File: config.mk
export PLATFORM = sky130hd
export DESIGN_NAME = mux_bus_arbiter_2x1_8bit
export DESIGN_NICKNAME = d
export VERILOG_FILES = /design/src/rtl/mux_bus_arbiter_2x1_8bit.sv
export SDC_FILE = /design/constraint.sdc
export NUM_CORES = 1
export LEC_CHECK = 0
export CAP_MARGIN = 25
export CELL_PAD_IN_SITES_DETAIL_PLACEMENT = 1
export CELL_PAD_IN_SITES_GLOBAL_PLACEMENT = 1
export CORE_MARGIN = 2
export CORE_UTILIZATION = 32
export DETAILED_ROUTE_END_ITERATION = 10
export HOLD_SLACK_MARGIN = 0.08
export PLACE_DENSITY = 0.75
export SYNTH_ARGS = -nofsm -noshare
export SYNTH_HDL_FRONTEND = slang
export SYNTH_SLANG_ARGS = --single-unit
File: constraint.sdc
create_clock -name CLK -period 2.3 [get_ports CLK]
set_input_delay 0.69 -clock CLK [delete_from_list [all_inputs] [get_ports CLK]]
set_output_delay 0.69 -clock CLK [all_outputs]
set_load 0.05 [all_outputs]
File: src/rtl/mux_bus_arbiter_2x1_8bit.sv
// Two-requester round-robin arbiter driving a registered 2:1 write-back mux.
// Caps consecutive ownership at MAX_HOLD transfer cycles while the other side waits.
module mux_bus_arbiter_2x1_8bit #(
  parameter int unsigned WIDTH    = 8,
  parameter int unsigned MAX_HOLD = 4
) (
  input  logic             CLK,
  input  logic             RESETN,
  input  logic             REQ0,
  input  logic             REQ1,
  input  logic [WIDTH-1:0] D0,
  input  logic [WIDTH-1:0] D1,
  output logic             GNT0,
  output logic             GNT1,
  output logic             S,
  output logic [WIDTH-1:0] Y,
  output logic             VALID,
  output logic             BUSY
);

  localparam int unsigned    HCW       = (MAX_HOLD > 1) ? $clog2(MAX_HOLD) : 1;
  localparam logic [HCW-1:0] HOLD_LAST = HCW'(MAX_HOLD - 1);

  typedef enum logic [1:0] {
    IDLE = 2'd0,
    OWN0 = 2'd1,
    OWN1 = 2'd2
  } state_e;

  state_e           state_q, state_d;
  state_e           other_st;
  logic [HCW-1:0]   hold_q, hold_d;
  logic             last_q, last_d;
  logic             sel_q, sel_d;
  logic             valid_q, valid_d;
  logic [WIDTH-1:0] y_q, y_d;

  logic owner;
  logic req_own;
  logic req_oth;
  logic xfer;
  logic cap;
  logic enter;

  always_comb begin
    owner    = (state_q == OWN1);
    req_own  = owner ? REQ1 : REQ0;
    req_oth  = owner ? REQ0 : REQ1;
    other_st = owner ? OWN0 : OWN1;
    xfer     = (state_q != IDLE) && req_own;
    cap      = (hold_q == HOLD_LAST);
  end

  always_comb begin
    state_d = state_q;
    unique case (state_q)
      IDLE: begin
        // last_q == 1 means requester 1 was served last, so 0 wins a tie
        if (REQ0 && REQ1) state_d = last_q ? OWN0 : OWN1;
        else if (REQ0)    state_d = OWN0;
        else if (REQ1)    state_d = OWN1;
      end
      OWN0, OWN1: begin
        if (!req_own)            state_d = req_oth ? other_st : IDLE;
        else if (req_oth && cap) state_d = other_st;
      end
      default: state_d = IDLE;
    endcase
  end

  always_comb begin
    enter   = (state_d != IDLE) && (state_d != state_q);
    hold_d  = hold_q;
    last_d  = last_q;
    sel_d   = sel_q;
    valid_d = xfer;
    y_d     = y_q;
    if (enter) begin
      hold_d = '0;
      last_d = (state_d == OWN1);
      sel_d  = (state_d == OWN1);
    end else if (xfer && !cap) begin
      hold_d = hold_q + 1'b1;
    end
    if (xfer) y_d = owner ? D1 : D0;
  end

  always_ff @(posedge CLK or negedge RESETN) begin
    if (!RESETN) begin
      state_q <= IDLE;
      hold_q  <= '0;
      last_q  <= 1'b1;
      sel_q   <= 1'b0;
      valid_q <= 1'b0;
      y_q     <= '0;
    end else begin
      state_q <= state_d;
      hold_q  <= hold_d;
      last_q  <= last_d;
      sel_q   <= sel_d;
      valid_q <= valid_d;
      y_q     <= y_d;
    end
  end

  assign GNT0  = (state_q == OWN0);
  assign GNT1  = (state_q == OWN1);
  assign BUSY  = (state_q != IDLE);
  assign S     = sel_q;
  assign Y     = y_q;
  assign VALID = valid_q;

  a_grant_onehot: assert property (@(posedge CLK) disable iff (!RESETN) !(GNT0 && GNT1));

endmodule

==> metrics.log, run 1 <==
INFO  metric detail_route.iter0.violations = 21
INFO  metric syn_inst = just under 100
INFO  metric antennaDiodeCount = 0
INFO  metric final_max_slew_viol_count = 0
INFO  metric tightestPinTransition = roughly 0.53 ns
INFO  metric fp.dieArea = between 3000 and 4000 sq um
INFO  metric setup_violations = 0
INFO  metric crit_path_end_kind = flop
INFO  metric gp_routability_congestion = around 0.78
INFO  metric crit_required = roughly 2.5 ns
INFO  metric worst_hold_path_type = flop to flop
INFO  metric seqPwrFrac = between 20% and 30%
INFO  metric clkSlewWorstSetupHoldPaths = about 0.080 ns
INFO  metric power.leakage = around 0.6 nW
INFO  metric ys_async_sr_fraction = 100%
INFO  metric crit_path_top_delay_cell = sky130_fd_sc_hd__clkdlybuf4s50_1
INFO  metric sw_frac_of_total = 49.4%
INFO  metric clock_tree.root_cell = sky130_fd_sc_hd__clkbuf_4
INFO  metric post_cts.resized_instances = 1
INFO  metric postRouteAntennaNets = 0
INFO  metric quantity_of_hold_fixing_buffers_added_after_cts = 0
INFO  metric std_cell_rows = 19
INFO  metric area_delta_synth_final = 53.9%
INFO  metric proportion_of_power_drawn_by_the_clock_network = about 6.4%
INFO  metric detail_route.vias_per_cell = around 5.4
INFO  metric pre_cts_ws = -0.333 ns
INFO  metric drc = 0
INFO  metric hold-worst-slack = 0.532 ns
INFO  metric worst_slew_margin_rel = ~65%
INFO  metric num_io_pins = 33
INFO  metric timing.critical_path.fanout_max = 7
INFO  metric floorplan.initialDensity = approximately a third
INFO  metric layout_worst_path_cycle_share = between 90% and 100%
INFO  metric maxClockFrequency = ~0.46 GHz
INFO  metric yosys-top-cells-area = sky130_fd_sc_hd__dfrtp_1, sky130_fd_sc_hd__mux2i_1, sky130_fd_sc_hd__ha_1
INFO  metric cts_tree = yes
INFO  metric power_density = ~1600 nW/um^2
INFO  metric grt_antenna_before_repair = 0
INFO  metric layoutNonFillerInstCount = between 150 and 200
INFO  metric largest_net_degree_at_the_start_of_global_routing = 18
INFO  metric ys_top_cells_by_count = sky130_fd_sc_hd__dfrtp_1, sky130_fd_sc_hd__mux2i_1, sky130_fd_sc_hd__nor2_1
INFO  metric cts_post_setup_buffers_inserted = 0
INFO  metric cts-buffers-inserted = 3
INFO  metric h-tree-depth = 1
INFO  metric total_gr_overflow = 0
INFO  metric syn_avg_cell_area = a little under 10 sq um
INFO  metric drt-wirelength-per-cell = 15.1 microns
INFO  metric cts.sink_count = 15
INFO  metric gr-usage-all-layers = between 10% and 20%
INFO  metric outcome = finished, final reports clean
INFO  metric finalHoldViolCount = 0
INFO  metric min_period = 2.19 ns
INFO  metric synth_largest_area_cell = sky130_fd_sc_hd__dfrtp_1
INFO  metric final_critical_path_setup_slack = between 0.1 and 0.15 ns
INFO  metric routed_wl = between 2000 and 3000 microns
INFO  metric synth_edf_count = 0
INFO  metric cp-start-kind = input pin
INFO  metric critical_path.max_stage_delay = between 0.5 and 0.6 ns
INFO  metric grt_pass1_vias = 1005
INFO  metric place.port_buffers = 32
INFO  metric yosysUniqueCellTypes = 31
INFO  metric syn-num-nets = between 100 and 150
INFO  metric critPathArrivalTime = between 2 and 2.5 ns
INFO  metric most_instantiated_library_cell_after_synthesis = sky130_fd_sc_hd__dfrtp_1
INFO  metric die_h = a little under 60 microns
INFO  metric yosys_register_bits = 15
INFO  metric final.setup_skew = between 0.008 and 0.009 ns
INFO  metric power.switching = about 0.0011 W
INFO  metric mappedNetlistArea = 936 sq um
INFO  metric clk_latency = roughly 0.28 ns
INFO  metric cell_internal_pwr = between 0.001 and 0.0015 W
INFO  metric std_cell_core_area = approximately 2800 sq um
INFO  metric clockBufferDepth = 2
INFO  metric synth_top_cell_area_share = between 30% and 40%
INFO  metric crit_chain = clkdlybuf4s50_1, nand4b_1, o21ai_0, or3_1, a32oi_1, o211ai_1
INFO  metric final_net_count = between 150 and 200
INFO  metric max_cap_viol_count = 0
INFO  metric setup.worst_path.class = input pin to flop
INFO  metric firstDrtPassIters = 4
INFO  metric detailroute.via_count = 931
INFO  metric drive_above_1_share = approximately 17%
INFO  metric wire_length_of_the_first_global_routing_pass = approximately 4400 microns
INFO  metric yosysWarningCount = 0
INFO  metric floorplan.die.width = ~58 microns
INFO  metric place.detailed.hpwl = 2180 microns
INFO  metric combinationalPowerShare = between 70% and 80%
INFO  metric synth_flop_cell = sky130_fd_sc_hd__dfrtp_1
INFO  metric max-vdd-ir-drop = between 0.0008 and 0.0009 V
INFO  metric dpl.cell_count = between 150 and 200
INFO  metric yosysSeqAreaShare = 40.2%
per-stage QoR:
step           power [W]  setup TNS (ns)  instance area [sq um]  utilization [%]
2_1_floorplan    0.00150               0                    936                -
3_3_place_gp     0.00209          -0.873                   1410             51.0
3_5_place_dp     0.00216           -1.22                   1410             51.0
4_1_cts          0.00232               0                   1430             51.9
5_1_grt          0.00246        -0.00243                   1440             52.2
6_report         0.00231               0                   1440             52.2
placed cells by master (no fill, tap or decap), types with 2 or more instances in the layout:
cell	netlist	routed
sky130_fd_sc_hd__o41a_1	2	2
sky130_fd_sc_hd__o41ai_1	2	2
sky130_fd_sc_hd__mux2i_1	11	11
sky130_fd_sc_hd__ha_1	5	5
sky130_fd_sc_hd__o21ai_0	2	2
sky130_fd_sc_hd__inv_1	5	5
sky130_fd_sc_hd__clkbuf_4	0	3
sky130_fd_sc_hd__buf_12	0	3
sky130_fd_sc_hd__nor3_1	3	3
sky130_fd_sc_hd__a32oi_1	2	2
sky130_fd_sc_hd__clkdlybuf4s50_1	0	28
sky130_fd_sc_hd__o211ai_1	3	3
sky130_fd_sc_hd__buf_4	1	13
sky130_fd_sc_hd__dfrtp_1	14	14
sky130_fd_sc_hd__nor2b_1	2	2
sky130_fd_sc_hd__o31ai_2	0	2
sky130_fd_sc_hd__nor2_1	11	11
sky130_fd_sc_hd__a21oi_1	9	9
sky130_fd_sc_hd__nand2b_1	2	2
sky130_fd_sc_hd__nand2_1	5	5
sky130_fd_sc_hd__nand4_1	2	2
cell families (layout without fill, tap and decap cells):
group                      count (synthesis)  after routing  synth area share [%]
and+or+nand+nor                           31             31                  17.0
adders and majority gates                  5              5                  6.68
buffers and inverters                      9             55                  4.28
muxes                                     11             11                  11.8
xor gates and xnor gates                   1              1                 0.936
DFF                                       15             15                  40.2
AOI/OAI and AO/OA                         25             25                  19.1
power groups by stage:
stage	registers, W	logic, W	clock network, W
finish	0.000493	0.00167	0.000147
global route	0.000511	0.00179	0.000162
CTS	0.000497	0.00167	0.000151
detailed placement	0.000502	0.00166	0
global placement	0.000489	0.00160	0
floorplan	0.000780	0.000724	0
per-layer routing:
| metal | wire (microns) | vias to the layer above | global-route usage, % |
|---|---|---|---|
| met4 | 9 | 0 | 4.98 |
| met3 | 208 | 2 | 4.02 |
| met1 | 1070 | 444 | 17.9 |
| li1 | - | 451 | - |
| met2 | 1340 | 34 | 32.8 |
| met5 | 0 | - | 0 |
cell type report:
class | count | area [sq um]
fillers | 324 | 1320
multi-input cells | 73 | 529
repair buffers | 45 | 447
flip-flops and latches | 15 | 377
well taps | 31 | 38.8
clock buffers | 4 | 26.3
inverters | 6 | 22.5
final timing paths:
path	from	to	slack, ns	cells after the start
worst max-delay path	REQ0	S$_DFFE_PN0P_	0.11	6
worst min-delay path	Y[4]$_DFFE_PN0P_	Y[4]$_DFFE_PN0P_	0.53	2
worst max register to register	state_q[1]$_DFF_PN0_	hold_q[0]$_DFFE_PN0P_	0.11	7
worst min register to register	Y[4]$_DFFE_PN0P_	Y[4]$_DFFE_PN0P_	0.53	2
max in group asynchronous	RESETN	last_q$_DFFE_PN1P_	1.33	2
min in group asynchronous	RESETN	Y[3]$_DFFE_PN0P_	0.72	2
flip-flops by register name, indices dropped and copies added (netlist names):
register  flops
S             1
VALID         1
Y             8
hold_q        2
last_q        1
state_q       2
worst max-delay path: cells and delay by family:
kind,cells,cell delay [ns]
AND/OR/NAND/NOR,2,0.61
AO/OA/AOI/OAI,3,0.53
buffers and inverters,1,0.52
(Power assumes the default switching activity.)
==> inputs of run 2 (changes only) <==
CORE_UTILIZATION = 34   (was 32)
CTS_BUF_LIST = sky130_fd_sc_hd__clkbuf_4   (was default)
MAX_ROUTING_LAYER = met4   (was default)
PLACE_DENSITY = 0.79   (was 0.75)
==> run 2 against run 1 <==
Compared with the run above:
- non-clock buffer count fell by 1
- critical path depth unchanged
- first-iteration DRC count fell by 62%
- cell count down 0.57%
- wire length up 1.1%
- register-to-register slack improved by 0.07 ns
- sequential share of layout area is 0.068 points lower
- worst hold slack worse by 0.0022 ns
- critical path type unchanged
- largest cell class unchanged
==> metrics.log, run 2 (synthesized netlist as in run 1, its figures left out) <==
INFO  metric multiInputGateArea = between 500 and 600 sq um
INFO  metric final_net_count = roughly 170
INFO  metric crit_required = between 2 and 2.5 ns
INFO  metric critical_path.max_stage_delay = 0.55 ns
INFO  metric drive_above_1_share = 18.3%
INFO  metric cp-start-kind = input pin
INFO  metric crit_chain = clkdlybuf4s50_1, nand4b_1, o21ai_0, or3_1, a32oi_1, o211ai_1
INFO  metric flip_flop_and_latch_area = around 380 sq um
INFO  metric wire_length_of_the_first_global_routing_pass = about 4500 microns
INFO  metric seqPwrFrac = between 20% and 30%
INFO  metric cell_internal_pwr = 0.00116 W
INFO  metric setup_violations = 0
INFO  metric tightestPinTransition = about 0.52 ns
INFO  metric final_common_cell = sky130_fd_sc_hd__clkdlybuf4s50_1
INFO  metric grt_antenna_before_repair = 0
INFO  metric postRouteAntennaNets = 0
INFO  metric total_gr_overflow = 0
INFO  metric clockBufferDepth = 2
INFO  metric finalHoldViolCount = 0
INFO  metric layout_worst_path_cycle_share = 95.9%
INFO  metric max-vdd-ir-drop = a little over 0.0009 V
INFO  metric die_h = 56.5 microns
INFO  metric gp_routability_congestion = about 0.79
INFO  metric setup.worst_path.class = input pin to flop
INFO  metric min_period = approximately 2.2 ns
INFO  metric worst_slew_margin_rel = between 60% and 70%
INFO  metric outcome = finished, final reports clean
INFO  metric final_max_slew_viol_count = 0
INFO  metric place.port_buffers = 32
INFO  metric hold-worst-slack = about 0.53 ns
INFO  metric place.detailed.hpwl = ~2100 microns
INFO  metric fillerInstances = between 300 and 400
INFO  metric firstDrtPassIters = 4
INFO  metric cts-buffers-inserted = 3
INFO  metric area_delta_synth_final = 54.3%
INFO  metric grt_pass1_vias = around 1100
INFO  metric std_cell_rows = 19
INFO  metric r2r-start = state_q[1]$_DFF_PN0_
INFO  metric worst_hold_path_type = flop to flop
INFO  metric post-route-util = roughly 54%
INFO  metric cp-startpoint = REQ0
INFO  metric largest_net_degree_at_the_start_of_global_routing = 18
INFO  metric detail_route.iter0.violations = 8
INFO  metric crit_path_end_kind = flop
INFO  metric floorplan.initialDensity = 34.8%
INFO  metric combinationalPowerShare = 72.7%
INFO  metric timing.setup.tns = 0 ns
INFO  metric clkSlewWorstSetupHoldPaths = around 0.090 ns
INFO  metric drc = 0
INFO  metric hold_start = last_q$_DFFE_PN1P_
INFO  metric final_critical_path_setup_slack = around 0.094 ns
INFO  metric sw_frac_of_total = 49.8%
INFO  metric detailroute.via_count = 943
INFO  metric std_cell_core_area = around 2700 sq um
INFO  metric critPathArrivalTime = 2.37 ns
INFO  metric cts.sink_count = 15
INFO  metric max_cap_viol_count = 0
INFO  metric pre_cts_ws = -0.275 ns
INFO  metric num_io_pins = 33
INFO  metric power.switching = between 0.001 and 0.0015 W
INFO  metric clock_tree.root_cell = sky130_fd_sc_hd__clkbuf_4
INFO  metric final.setup_skew = ~0.0018 ns
INFO  metric routed_wl = ~2700 microns
INFO  metric h-tree-depth = 1
INFO  metric power_density = 1600 nW/um^2
INFO  metric fp.dieArea = ~3200 sq um
INFO  metric cts_tree = yes
INFO  metric proportion_of_power_drawn_by_the_clock_network = approximately 6.6%
INFO  metric floorplan.die.width = about 56 microns
INFO  metric drt-wirelength-per-cell = roughly 15 microns
INFO  metric largest_register_ff_count = 8
INFO  metric final_cell_mix = sky130_fd_sc_hd__clkdlybuf4s50_1, sky130_fd_sc_hd__dfrtp_1, sky130_fd_sc_hd__buf_4, sky130_fd_sc_hd__mux2i_1, sky130_fd_sc_hd__nor2_1
INFO  metric power.leakage = approximately 0.62 nW
INFO  metric timing.critical_path.fanout_max = 7
INFO  metric maxClockFrequency = about 0.45 GHz
INFO  metric detail_route.vias_per_cell = 5.45
INFO  metric antennaDiodeCount = 0
INFO  metric crit_path_top_delay_cell = sky130_fd_sc_hd__clkdlybuf4s50_1
INFO  metric gr-usage-all-layers = between 10% and 20%
INFO  metric clk_latency = slightly below 0.3 ns
## run 2: cell types whose count changed in the layout (fill, tap and decap cells not counted)
cell	before	now
sky130_fd_sc_hd__a311oi_1	1	0
sky130_fd_sc_hd__dlymetal6s2s_1	0	1
sky130_fd_sc_hd__dlygate4sd2_1	1	0
sky130_fd_sc_hd__buf_4	13	12
sky130_fd_sc_hd__clkinv_2	0	1
sky130_fd_sc_hd__a311oi_2	0	1
sky130_fd_sc_hd__clkbuf_1	1	0
## run 2: power by group through the flow
stage	Combinational, W	Sequential, W	Clock, W
after global placement	0.00160	0.000475	0
after global routing	0.00180	0.000495	0.000165
after floorplan	0.000724	0.000780	0
after CTS	0.00167	0.000480	0.000156
final	0.00168	0.000478	0.000153
after detailed placement	0.00166	0.000485	0
## run 2: critical path, delay by kind of cell
kind / cells / cell delay (ns)
compound gates: 3 / 0.51
simple gates: 2 / 0.62
buf+inv: 1 / 0.55
## run 2: cell type report
class	instances	share of cell area, %
Inverter	6	1.56
Tap cell	31	2.69
Clock buffer	3	1.56
Sequential cell	15	26.1
Timing Repair Buffer	44	30.7
Clock inverter	1	0.347
Multi-Input combinational cell	73	37.1
## run 2: per-layer routing
layer | global-route usage (%) | part of all wire [%] | vias up
li1 | - | - | 448
met1 | 18.6 | 41 | 460
met2 | 34.1 | 53 | 31
met3 | 3.00 | 5.6 | 4
met4 | 8.16 | 1.1 | 0
met5 | - | 0 | -
## run 2: final timing paths
check / slack (ns) / endpoint / cells past startpoint
max: 0.09 / S$_DFFE_PN0P_ / 6
min: 0.53 / last_q$_DFFE_PN1P_ / 2
max reg2reg: 0.18 / hold_q[0]$_DFFE_PN0P_ / 7
max in group asynchronous: 1.35 / last_q$_DFFE_PN1P_ / 2
min in group asynchronous: 0.71 / Y[3]$_DFFE_PN0P_ / 2
min reg2reg: 0.53 / last_q$_DFFE_PN1P_ / 2
## run 2: repair_timing
item	in CTS	in global routing
buffers inserted	0	0
hold buffers	0	0
resized for setup	0	4
endpoints found under the setup margin	0	5
## run 2: metrics by stage
stage	instances	instance area [sq um]	power, W
after global placement	169	1400	0.00207
after floorplan	97	936	0.00150
after CTS	173	1430	0.00230
after detailed placement	169	1400	0.00214
final	173	1440	0.00231
after global routing	173	1440	0.00246
